`config.mk`:
```
export PLATFORM = sky130hd
export DESIGN_NAME = mem_stage_lsu_flat
export DESIGN_NICKNAME = d
export VERILOG_FILES = /design/src/rtl/mem_stage_lsu_if.sv /design/src/rtl/mem_stage_lsu.sv /design/src/flat_wrapper.sv
export SDC_FILE = /design/constraint.sdc
export NUM_CORES = 1
export LEC_CHECK = 0
export ABC_AREA = 1
export BUFFER_PORTS_ARGS = -buffer_cell sky130_fd_sc_hd__buf_2
export CORE_UTILIZATION = 49
export CTS_CLUSTER_SIZE = 14
export DETAILED_ROUTE_END_ITERATION = 12
export GPL_ROUTABILITY_DRIVEN = 0
export PLACE_DENSITY = 0.94
export SETUP_SLACK_MARGIN = 0.1
export SLEW_MARGIN = 20
export SYNTH_ARGS = -nofsm -noshare
export SYNTH_HDL_FRONTEND = slang
export SYNTH_SLANG_ARGS = --single-unit
```
`constraint.sdc`:
```
create_clock -name clk -period 2.6 [get_ports clk]
set_clock_uncertainty 0.2 [all_clocks]
set_input_delay 0.13 -clock clk [delete_from_list [all_inputs] [get_ports clk]]
set_output_delay 0.13 -clock clk [all_outputs]
set_load 0.005 [all_outputs]
```
`src/rtl/mem_stage_lsu_if.sv`:
```
// MEM-stage LSU bundle: EX/MEM operands, external stall, data-memory port and writeback result.
// The master modport is the LSU's view; slave is the pipeline/memory side.
interface mem_stage_lsu_if;
   logic [4:0]  m_op_i;
   logic [2:0]  m_f3_i;
   logic [31:0] m_addr_i;
   logic [31:0] m_wdata_i;
   logic        ext_stall_i;
   logic        dm_req_o;
   logic        dm_we_o;
   logic [31:0] dm_addr_o;
   logic [3:0]  dm_wstrb_o;
   logic [31:0] dm_wdata_o;
   logic        dm_ready_i;
   logic        dm_rvalid_i;
   logic [31:0] dm_rdata_i;
   logic [31:0] m_result_o;
   logic        stall_o;
   logic        misalign_o;
   logic        bus_err_o;

   modport master (
      input  m_op_i, m_f3_i, m_addr_i, m_wdata_i, ext_stall_i,
      input  dm_ready_i, dm_rvalid_i, dm_rdata_i,
      output dm_req_o, dm_we_o, dm_addr_o, dm_wstrb_o, dm_wdata_o,
      output m_result_o, stall_o, misalign_o, bus_err_o
   );

   modport slave (
      output m_op_i, m_f3_i, m_addr_i, m_wdata_i, ext_stall_i,
      output dm_ready_i, dm_rvalid_i, dm_rdata_i,
      input  dm_req_o, dm_we_o, dm_addr_o, dm_wstrb_o, dm_wdata_o,
      input  m_result_o, stall_o, misalign_o, bus_err_o
   );
endinterface

```
`src/rtl/mem_stage_lsu.sv`:
```
// MEM-stage load/store unit: issues data-memory accesses, formats load data, stalls until done.
// Request is combinational on issue; an access that completes under ext stall parks in HOLD so it is never reissued.
module mem_stage_lsu #(
   parameter int TIMEOUT_CYC = 64,
   parameter int CNT_W       = 8
) (
   input logic             clk,
   input logic             rst,
   mem_stage_lsu_if.master bus
);
   typedef enum logic [1:0] {IDLE, REQ, RESP, HOLD} state_t;

   state_t           state, nxt;
   logic [CNT_W-1:0] cnt, cnt_cur;
   logic [31:0]      hold_q;
   logic             hold_sel;

   logic        is_load, is_store, is_mem, misal, tmo_hit;
   logic [1:0]  a_lo;
   logic [31:0] rd_sh, ld_fmt, st_data, result;
   logic [15:0] rd_h;
   logic [3:0]  st_strb;
   logic        req, done, err, stall, mis;

   assign is_load  = (bus.m_op_i == 5'b00000);
   assign is_store = (bus.m_op_i == 5'b01000);
   assign is_mem   = is_load | is_store;
   assign a_lo     = bus.m_addr_i[1:0];
   assign misal    = ((bus.m_f3_i[1:0] == 2'b01) && a_lo[0]) ||
                     ((bus.m_f3_i[1:0] == 2'b10) && (a_lo != 2'b00));

   assign rd_sh = bus.dm_rdata_i >> {a_lo, 3'b000};
   assign rd_h  = a_lo[1] ? bus.dm_rdata_i[31:16] : bus.dm_rdata_i[15:0];

   always_comb begin
      case (bus.m_f3_i)
         3'b000:  ld_fmt = {{24{rd_sh[7]}}, rd_sh[7:0]};
         3'b001:  ld_fmt = {{16{rd_h[15]}}, rd_h};
         3'b100:  ld_fmt = {24'd0, rd_sh[7:0]};
         3'b101:  ld_fmt = {16'd0, rd_h};
         default: ld_fmt = bus.dm_rdata_i;
      endcase
   end

   always_comb begin
      case (bus.m_f3_i[1:0])
         2'b00: begin
            st_strb = 4'b0001 << a_lo;
            st_data = {4{bus.m_wdata_i[7:0]}};
         end
         2'b01: begin
            st_strb = 4'b0011 << a_lo;
            st_data = {2{bus.m_wdata_i[15:0]}};
         end
         default: begin
            st_strb = 4'b1111;
            st_data = bus.m_wdata_i;
         end
      endcase
   end

   // The issue cycle counts as cycle 1 even though the register is still clear in IDLE.
   assign cnt_cur = (state == IDLE) ? CNT_W'(1) : cnt;
   assign tmo_hit = (TIMEOUT_CYC != 0) && (cnt_cur >= CNT_W'(TIMEOUT_CYC));

   always_comb begin
      nxt    = state;
      req    = 1'b0;
      done   = 1'b0;
      err    = 1'b0;
      stall  = 1'b0;
      mis    = 1'b0;
      result = bus.m_addr_i;
      if (!rst) begin
         case (state)
            IDLE: begin
               if (is_mem && misal) begin
                  mis    = 1'b1;
                  result = 32'd0;
               end else if (is_mem) begin
                  req = 1'b1;
                  if (bus.dm_ready_i) begin
                     if (is_store) done = 1'b1;
                     else begin
                        nxt   = RESP;
                        stall = 1'b1;
                     end
                  end else if (tmo_hit) err = 1'b1;
                  else begin
                     nxt   = REQ;
                     stall = 1'b1;
                  end
               end
            end
            REQ: begin
               req = 1'b1;
               if (bus.dm_ready_i) begin
                  if (is_store) done = 1'b1;
                  else begin
                     nxt   = RESP;
                     stall = 1'b1;
                  end
               end else if (tmo_hit) err = 1'b1;
               else stall = 1'b1;
            end
            RESP: begin
               if (bus.dm_rvalid_i) begin
                  done   = 1'b1;
                  result = ld_fmt;
               end else if (tmo_hit) err = 1'b1;
               else stall = 1'b1;
            end
            HOLD: begin
               result = hold_sel ? hold_q : bus.m_addr_i;
               if (!bus.ext_stall_i) nxt = IDLE;
            end
            default: nxt = IDLE;
         endcase
         if (err) begin
            req    = 1'b0;
            result = 32'd0;
         end
         if (done || err) nxt = bus.ext_stall_i ? HOLD : IDLE;
      end
   end

   always_ff @(posedge clk or posedge rst) begin
      if (rst) begin
         state    <= IDLE;
         cnt      <= '0;
         hold_q   <= 32'd0;
         hold_sel <= 1'b0;
      end else begin
         state <= nxt;
         if (done || err) begin
            cnt      <= '0;
            hold_q   <= err ? 32'd0 : ld_fmt;
            hold_sel <= err | is_load;
         end else if (nxt == REQ || nxt == RESP) begin
            cnt <= (cnt_cur == '1) ? cnt_cur : cnt_cur + CNT_W'(1);
         end else begin
            cnt <= '0;
         end
      end
   end

   assign bus.dm_req_o   = req;
   assign bus.dm_we_o    = req & is_store;
   assign bus.dm_addr_o  = {bus.m_addr_i[31:2], 2'b00};
   assign bus.dm_wstrb_o = (req & is_store) ? st_strb : 4'b0000;
   assign bus.dm_wdata_o = st_data;
   assign bus.m_result_o = result;
   assign bus.stall_o    = stall;
   assign bus.misalign_o = mis;
   assign bus.bus_err_o  = err;
endmodule

```
`src/flat_wrapper.sv`:
```
// flat-port wrapper written by rule: the top's interface ports become plain ports
module mem_stage_lsu_flat 
#(
   parameter int TIMEOUT_CYC = 64,
   parameter int CNT_W       = 8
)
  (clk, rst, bus_m_op_i, bus_m_f3_i, bus_m_addr_i, bus_m_wdata_i, bus_ext_stall_i, bus_dm_ready_i, bus_dm_rvalid_i, bus_dm_rdata_i, bus_dm_req_o, bus_dm_we_o, bus_dm_addr_o, bus_dm_wstrb_o, bus_dm_wdata_o, bus_m_result_o, bus_stall_o, bus_misalign_o, bus_bus_err_o);
  mem_stage_lsu_if bus_i ();
  input logic clk;
  input logic rst;
  input wire logic [$bits(bus_i.m_op_i)-1:0] bus_m_op_i;
  input wire logic [$bits(bus_i.m_f3_i)-1:0] bus_m_f3_i;
  input wire logic [$bits(bus_i.m_addr_i)-1:0] bus_m_addr_i;
  input wire logic [$bits(bus_i.m_wdata_i)-1:0] bus_m_wdata_i;
  input wire logic [$bits(bus_i.ext_stall_i)-1:0] bus_ext_stall_i;
  input wire logic [$bits(bus_i.dm_ready_i)-1:0] bus_dm_ready_i;
  input wire logic [$bits(bus_i.dm_rvalid_i)-1:0] bus_dm_rvalid_i;
  input wire logic [$bits(bus_i.dm_rdata_i)-1:0] bus_dm_rdata_i;
  output wire logic [$bits(bus_i.dm_req_o)-1:0] bus_dm_req_o;
  output wire logic [$bits(bus_i.dm_we_o)-1:0] bus_dm_we_o;
  output wire logic [$bits(bus_i.dm_addr_o)-1:0] bus_dm_addr_o;
  output wire logic [$bits(bus_i.dm_wstrb_o)-1:0] bus_dm_wstrb_o;
  output wire logic [$bits(bus_i.dm_wdata_o)-1:0] bus_dm_wdata_o;
  output wire logic [$bits(bus_i.m_result_o)-1:0] bus_m_result_o;
  output wire logic [$bits(bus_i.stall_o)-1:0] bus_stall_o;
  output wire logic [$bits(bus_i.misalign_o)-1:0] bus_misalign_o;
  output wire logic [$bits(bus_i.bus_err_o)-1:0] bus_bus_err_o;
  assign bus_i.m_op_i = bus_m_op_i;
  assign bus_i.m_f3_i = bus_m_f3_i;
  assign bus_i.m_addr_i = bus_m_addr_i;
  assign bus_i.m_wdata_i = bus_m_wdata_i;
  assign bus_i.ext_stall_i = bus_ext_stall_i;
  assign bus_i.dm_ready_i = bus_dm_ready_i;
  assign bus_i.dm_rvalid_i = bus_dm_rvalid_i;
  assign bus_i.dm_rdata_i = bus_dm_rdata_i;
  assign bus_dm_req_o = bus_i.dm_req_o;
  assign bus_dm_we_o = bus_i.dm_we_o;
  assign bus_dm_addr_o = bus_i.dm_addr_o;
  assign bus_dm_wstrb_o = bus_i.dm_wstrb_o;
  assign bus_dm_wdata_o = bus_i.dm_wdata_o;
  assign bus_m_result_o = bus_i.m_result_o;
  assign bus_stall_o = bus_i.stall_o;
  assign bus_misalign_o = bus_i.misalign_o;
  assign bus_bus_err_o = bus_i.bus_err_o;
  mem_stage_lsu #(.TIMEOUT_CYC(TIMEOUT_CYC), .CNT_W(CNT_W)) u_core (.clk(clk), .rst(rst), .bus(bus_i));
endmodule
```
### Word-level counts from Yosys, hierarchy flattened

Cells that the tools add are included.

| storage, ports and cells | value |
|---|---|
| logic and storage cells | 95 |
| input port bits | 109 |
| register bits | 43 |
| output and inout port bits | 105 |

| cells by class | value |
|---|---|
| magnitude comparators | 1 |
| bitwise gates (word level) | 3 |
| reduce and logical (&&, ||, !) cells | 12 |
| equal/unequal tests | 12 |
| add/subtract/negate cells | 1 |
| shifts and indexed selects | 3 |
| mux-type cells | 59 |

Operator list:

| operator | count |
|---|---|
| $mux 32 | 6 |
| $pmux 32 s4 | 1 |
| $pmux 32 s3 | 1 |
| $pmux 32 s2 | 1 |
| $mux 8 | 4 |
| $shr 32x5->8 | 1 |
| $mux 1 | 28 |
| $mux 2 | 10 |
| $mux 16 | 1 |
| $pmux 1 s3 | 3 |
| $add 8x1->8 const B | 1 |
| $eq 2x2->1 const B | 4 |
| $eq 8x8->1 const B | 1 |
| $ge 8x7->1 const B | 1 |
| $pmux 4 s2 | 1 |
| $eq 2x1->1 const B | 3 |
| $eq 3x3->1 const B | 2 |
| $pmux 2 s3 | 1 |
| $eq 5x4->1 const B | 1 |
| $logic_not 5->1 | 1 |
| $logic_not 2->1 | 2 |
| $logic_or 1x1->1 | 4 |
| $mux 4 | 1 |
| $shl 1x2->4 const A | 1 |
| other kinds (8) | 11 |

### Logic depth before layout (Yosys ltp)

| depth | value |
|---|---|
| depth after elaboration | 16 |
| mapped depth | 17 |
| gate-level depth less buffers | 16 |

### Least setup slack after synthesis

OpenSTA, ideal clock, no wires.

| timing | value |
|---|---|
| path type | input to register |
| start point | input rst |
| end point | register u_core.cnt[7] |
| arrival | 2.308 ns |
| library setup time | 0.122 ns |
| stages on the path | 8 |
| buffers on the path | 1 |
| setup slack | -0.030 ns |
| data required time | 2.278 ns |
| path through | clkbuf_1 > clkinv_1 > nand2_1 > nor2_1 > nor2_1 > nand2_1 > nand2_2 > nor2_1 |

| on the way | value |
|---|---|
| cells in the longest elaborated chain, start to end | 5 |
| elaborated cells between the ends (all ways) | 9 |
| those cells by class | eq/ne: 2; mux: 5; reduce/logical: 2 |

Ends and longest elaborated chain:

| what | line | text |
|---|---|---|
| start, declared | flat_wrapper.sv:10 | `input logic rst;` |
| $mux 2 | mem_stage_lsu.sv:74 | `if (!rst) begin` |
| $eq 2x1->1 or $eq 2x2->1 (tied branches) | mem_stage_lsu.sv:139 | `end else if (nxt == REQ \|\| nxt == RESP) begin` |
| $logic_or 1x1->1 | mem_stage_lsu.sv:139 |  |
| $mux 8 | mem_stage_lsu.sv:139 |  |
| $mux 8 * | mem_stage_lsu.sv:135 | `if (done \|\| err) begin` |
| end signal, assigned | mem_stage_lsu.sv:140 | `cnt <= (cnt_cur == '1) ? cnt_cur : cnt_cur + CNT_W'(1);` |
| end, declared | mem_stage_lsu.sv:14 | `logic [CNT_W-1:0] cnt, cnt_cur;` |

Every way passes the cells marked *; elsewhere a longest branch is shown, timed or not.
A chain may end at the register's enable or synchronous reset.

### Worst setup path after layout

| timing | value |
|---|---|
| start point | register u_core.state[1] |
| end point | output bus_m_result_o[1] |

| on the way | value |
|---|---|
| cells in the longest elaborated chain, start to end | 11 |
| elaborated cells between the ends (all ways) | 16 |
| those cells by class | order compare: 1; eq/ne: 3; mux: 11; reduce/logical: 1 |

Ends and longest elaborated chain:

| what | line | text |
|---|---|---|
| start, declared | mem_stage_lsu.sv:13 | `state_t state, nxt;` |
| start signal, assigned | mem_stage_lsu.sv:134 | `state <= nxt;` |
| $logic_not 2->1 | mem_stage_lsu.sv:63, mem_stage_lsu.sv:75 |  |
| $mux 8 | mem_stage_lsu.sv:63 | `assign cnt_cur = (state == IDLE) ? CNT_W'(1) : cnt;` |
| $ge 8x7->1 | mem_stage_lsu.sv:64 | `assign tmo_hit = (TIMEOUT_CYC != 0) && (cnt_cur >= CNT_W'(TIMEOUT_CYC));` |
| $mux 1 | mem_stage_lsu.sv:88, mem_stage_lsu.sv:103, mem_stage_lsu.sv:110 |  |
| $mux 1 | mem_stage_lsu.sv:97 | `if (bus.dm_ready_i) begin` |
| $mux 1 | mem_stage_lsu.sv:80 | `end else if (is_mem) begin` |
| $mux 1 | mem_stage_lsu.sv:77 | `if (is_mem && misal) begin` |
| $pmux 1 s3 | mem_stage_lsu.sv:75 | `case (state)` |
| $mux 1 | mem_stage_lsu.sv:74 |  |
| $mux 32 * | mem_stage_lsu.sv:119 | `if (err) begin` |
| $mux 32 * | mem_stage_lsu.sv:74 |  |
| end, declared | flat_wrapper.sv:24 | `output wire logic [$bits(bus_i.m_result_o)-1:0] bus_m_result_o;` |

Every way passes the cells marked *; elsewhere a longest branch is shown, timed or not. The select of a mux whose other input is x is not followed.

==> summary by stage <==
Clocking
The cell chosen for the clock root is clkbuf_8. The total clock buffers created by CTS is 5. TritonCTS built the clock tree. The number of buffers on the longest clock path is 2. After clock tree synthesis, the clock-pin slew on the worst setup and hold paths is 0.09 ns. The TritonCTS sink count is 43.

At the later pin of the worst-skew pair, clock insertion delay measures 0.29 ns. The number of levels the H-tree was split into is 2.

Cells and area
In the final design database the tool counted 1072 nets. Cells with a size suffix above 1 make up 27.86% of the layout. The growth of design area from synthesis to finish is 21.80%.

In the layout the commonest cells are nand2_1, buf_2, o21ai_0. The most common cell after layout, fill and taps aside is nand2_1.

Critical path
In this design, the stage delay of the slowest critical-path cell is 0.44 ns. Data arrives at the worst endpoint at 2.02 ns. In this run the worst path has a maximum fanout of 8.

The endpoint class of the critical path is a primary output. The number of buffers and inverters on the critical path is 4. Traced cell by cell, the critical path runs through inv_1 -> nor2_1 -> inv_1 -> nor2_1 -> inv_1 -> nor2_1 -> a211oi_1 -> o22ai_1 -> buf_2. The startpoint-to-endpoint class of the critical path is flip-flop to primary output. The kind of cell with the highest combined delay on the critical path is buffers and inverters. STA classifies the critical path startpoint as a flip-flop. The standard cell with the maximum stage delay on the critical path is dfrtp_2. The endpoint required time on the critical path is 2.27 ns.

Placed design
The detailed placement HPWL is 11960 um. The count of buffers added on input and output ports is 211.

Die
During I/O placement, the number of pins put on the boundary was 214. For this configuration, the core starts out at a cell density of 50.63%. The horizontal die dimension is 99.95 um. The area enclosed by the die boundary is 9989 um^2. The initialized floorplan defines 35 standard-cell rows.

In this run the vertical extent of the chip is 99.95 um. The core outline area is 9284 um^2.

Pwr
The power per unit of standard cell area is 703.7 nW/um^2. The standby leakage power is 3.199 nW. The worst vdd rail ir drop is 0.5536 mV.

Route
The detailed router placed 5958 vias in this run. The final routed wirelength across all metal layers is 15590 um. The number of iterations in the first detailed-routing pass is 7. In the final routed layout, each cell accounts on average for 14.28 um. For this run, design rule violations remaining after detail routing come to 0. The via count normalized by instance count is 5.456. The number of nets still failing antenna checks after routing is 0. The violation count after the first detailed-routing iteration is 607.

Synthesis
The count of distinct cell types in the synthesized netlist is 38. The per-instance average area after synthesis is 5.839 um^2. Synthesis handed over a netlist of 805 instances. Yosys printed 0 warnings.

The register bit total from synthesis is 43. After synthesis the cells add up to 4701 um^2. The fraction of the yosys area taken by sequential cells is 22.89%.

Flow run
Max-cap violations in this run came to 0.

Timing
Hold is met by 0.01563 ns. The final number of hold-violating endpoints was 0. The final-report setup violation count is 0. Of the available clock period, the critical path in the final layout requires 90.27%. The shortest clock period the worst path allows after layout is 2.347 ns. The number of max-slew violations in the final report is 0. Setup repair after global routing could not meet its margin everywhere. For the final routed database, the setup TNS stands at 0 ns.

Derived from the worst setup path, the maximum achievable clock frequency is 426.1 MHz.

Global routing
The maximum number of pins on one net before global-route repair is 51. The number of global-route vias before repair came to 5208. The aggregate global-route resource usage is 30.92%. The number of antenna violations at the first check in global routing is 1. The overflow left after global routing is 0.

The wire length of the first global-routing pass is 24810 um.

Outcome
The flow ran to the end, and the final reports show no timing, DRC or antenna violations.

Worst hold path
The worst hold path belongs to the class input pin to flip-flop.
==> kinds of logic after synthesis <==
family / synth area share, %
DFF: 22.89
adders and majority gates: 0.5323
other: 0.07977
AOI/OAI and AO/OA: 22.97
buffers and inverters: 18.95
and+or+nand+nor: 33.83
xor gates and xnor gates: 0.7452
==> registers in the layout (all words and copies together) (netlist names) <==
signal	flops
u_core.state	2
u_core.hold_sel	1
u_core.cnt	8
u_core.hold_q	32
==> power by group <==
group / internal [mW] / leakage (nW) / switching (mW)
clock network: 0.311 / 0.0612 / 0.242
registers: 0.944 / 0.541 / 0.114
logic: 0.889 / 2.60 / 1.53
==> metrics by stage <==
stage	std cells	setup slack (ns)	util, %	cell area [um^2]	total power, mW
2_1_floorplan	806	0.6057	-	4706	2.722
3_3_place_gp	1077	0.3619	59.38	5513	3.299
3_5_place_dp	1077	0.3045	59.38	5513	3.364
4_1_cts	1088	0.1541	61.13	5675	3.949
5_1_grt	1091	0.06857	61.64	5723	4.373
6_report	1092	0.2529	61.67	5725	4.029
==> worst register-to-register path: stages (launching register included) <==
cell	delay [ns]
dfrtp_1	0.46
inv_2	0.09
nor2_1	0.18
nand3b_1	0.11
nand2_1	0.10
inv_2	0.08
nand2_4	0.09
inv_2	0.06
nor2_4	0.12
buf_4	0.40
nand4_1	0.16
o21ai_0	0.13
==> final cells by class <==
type	count	area, um^2
Antenna cell	1	2.502
Clock buffer	6	82.58
Clock inverter	2	35.03
Fill cell	927	3558
Inverter	100	376.6
Multi-Input combinational cell	580	2760
Sequential cell	43	1077
Tap cell	129	161.4
Timing Repair Buffer	231	1230
==> metal layers <==
layer | share of wire, % | global-route usage (%)
met1 | 39 | 38.19
met2 | 48 | 54.80
met3 | 9.6 | 5.153
met4 | 3.2 | 9.955
met5 | 0 | 0
==> final timing paths <==
path	cells after the start	endpoint	startpoint	slack [ns]
min reg2reg	2	u_core.hold_q[5]	u_core.hold_q[5]	0.29
min	5	u_core.hold_q[28]	bus_dm_rdata_i[28]	0.02
max in group asynchronous	4	u_core.hold_q[8]	rst	1.23
max reg2reg	11	u_core.hold_q[8]	u_core.state[0]	0.32
max	9	bus_m_result_o[1]	u_core.state[1]	0.25
min in group asynchronous	3	u_core.state[0]	rst	0.27
==> cell usage after synthesis (all sizes together) <==
cell type,n,area share [%]
a211oi,7,1.1
a21bo,1,0.21
a21oi,48,5.2
buf,56,8.8
clkbuf,27,2.2
clkinv,1,0.080
conb,1,0.080
dfrtp,43,23
ha,2,0.53
inv,99,7.9
nand2,239,20
nand3,60,6.5
nand3b,1,0.16
nand4,8,1.1
nor2,59,5.0
nor3,12,1.4
nor4,1,0.13
o2111ai,2,0.37
o211ai,10,1.6
o21ai,103,11
o221ai,3,0.56
o22ai,10,1.3
o2bb2ai,1,0.19
o31ai,7,1.1
xor2,4,0.75
==> repair_timing <==
| action | 4_1_cts | 5_1_grt |
|---|---|---|
| resized for setup | 4 | 6 |
| hold buffers | 3 | 0 |
| setup endpoints to repair | 26 | 36 |
| hold endpoints to repair | 19 | 0 |
| setup buffers | 0 | 3 |
No activity file was read; power rests on OpenSTA's default activity.
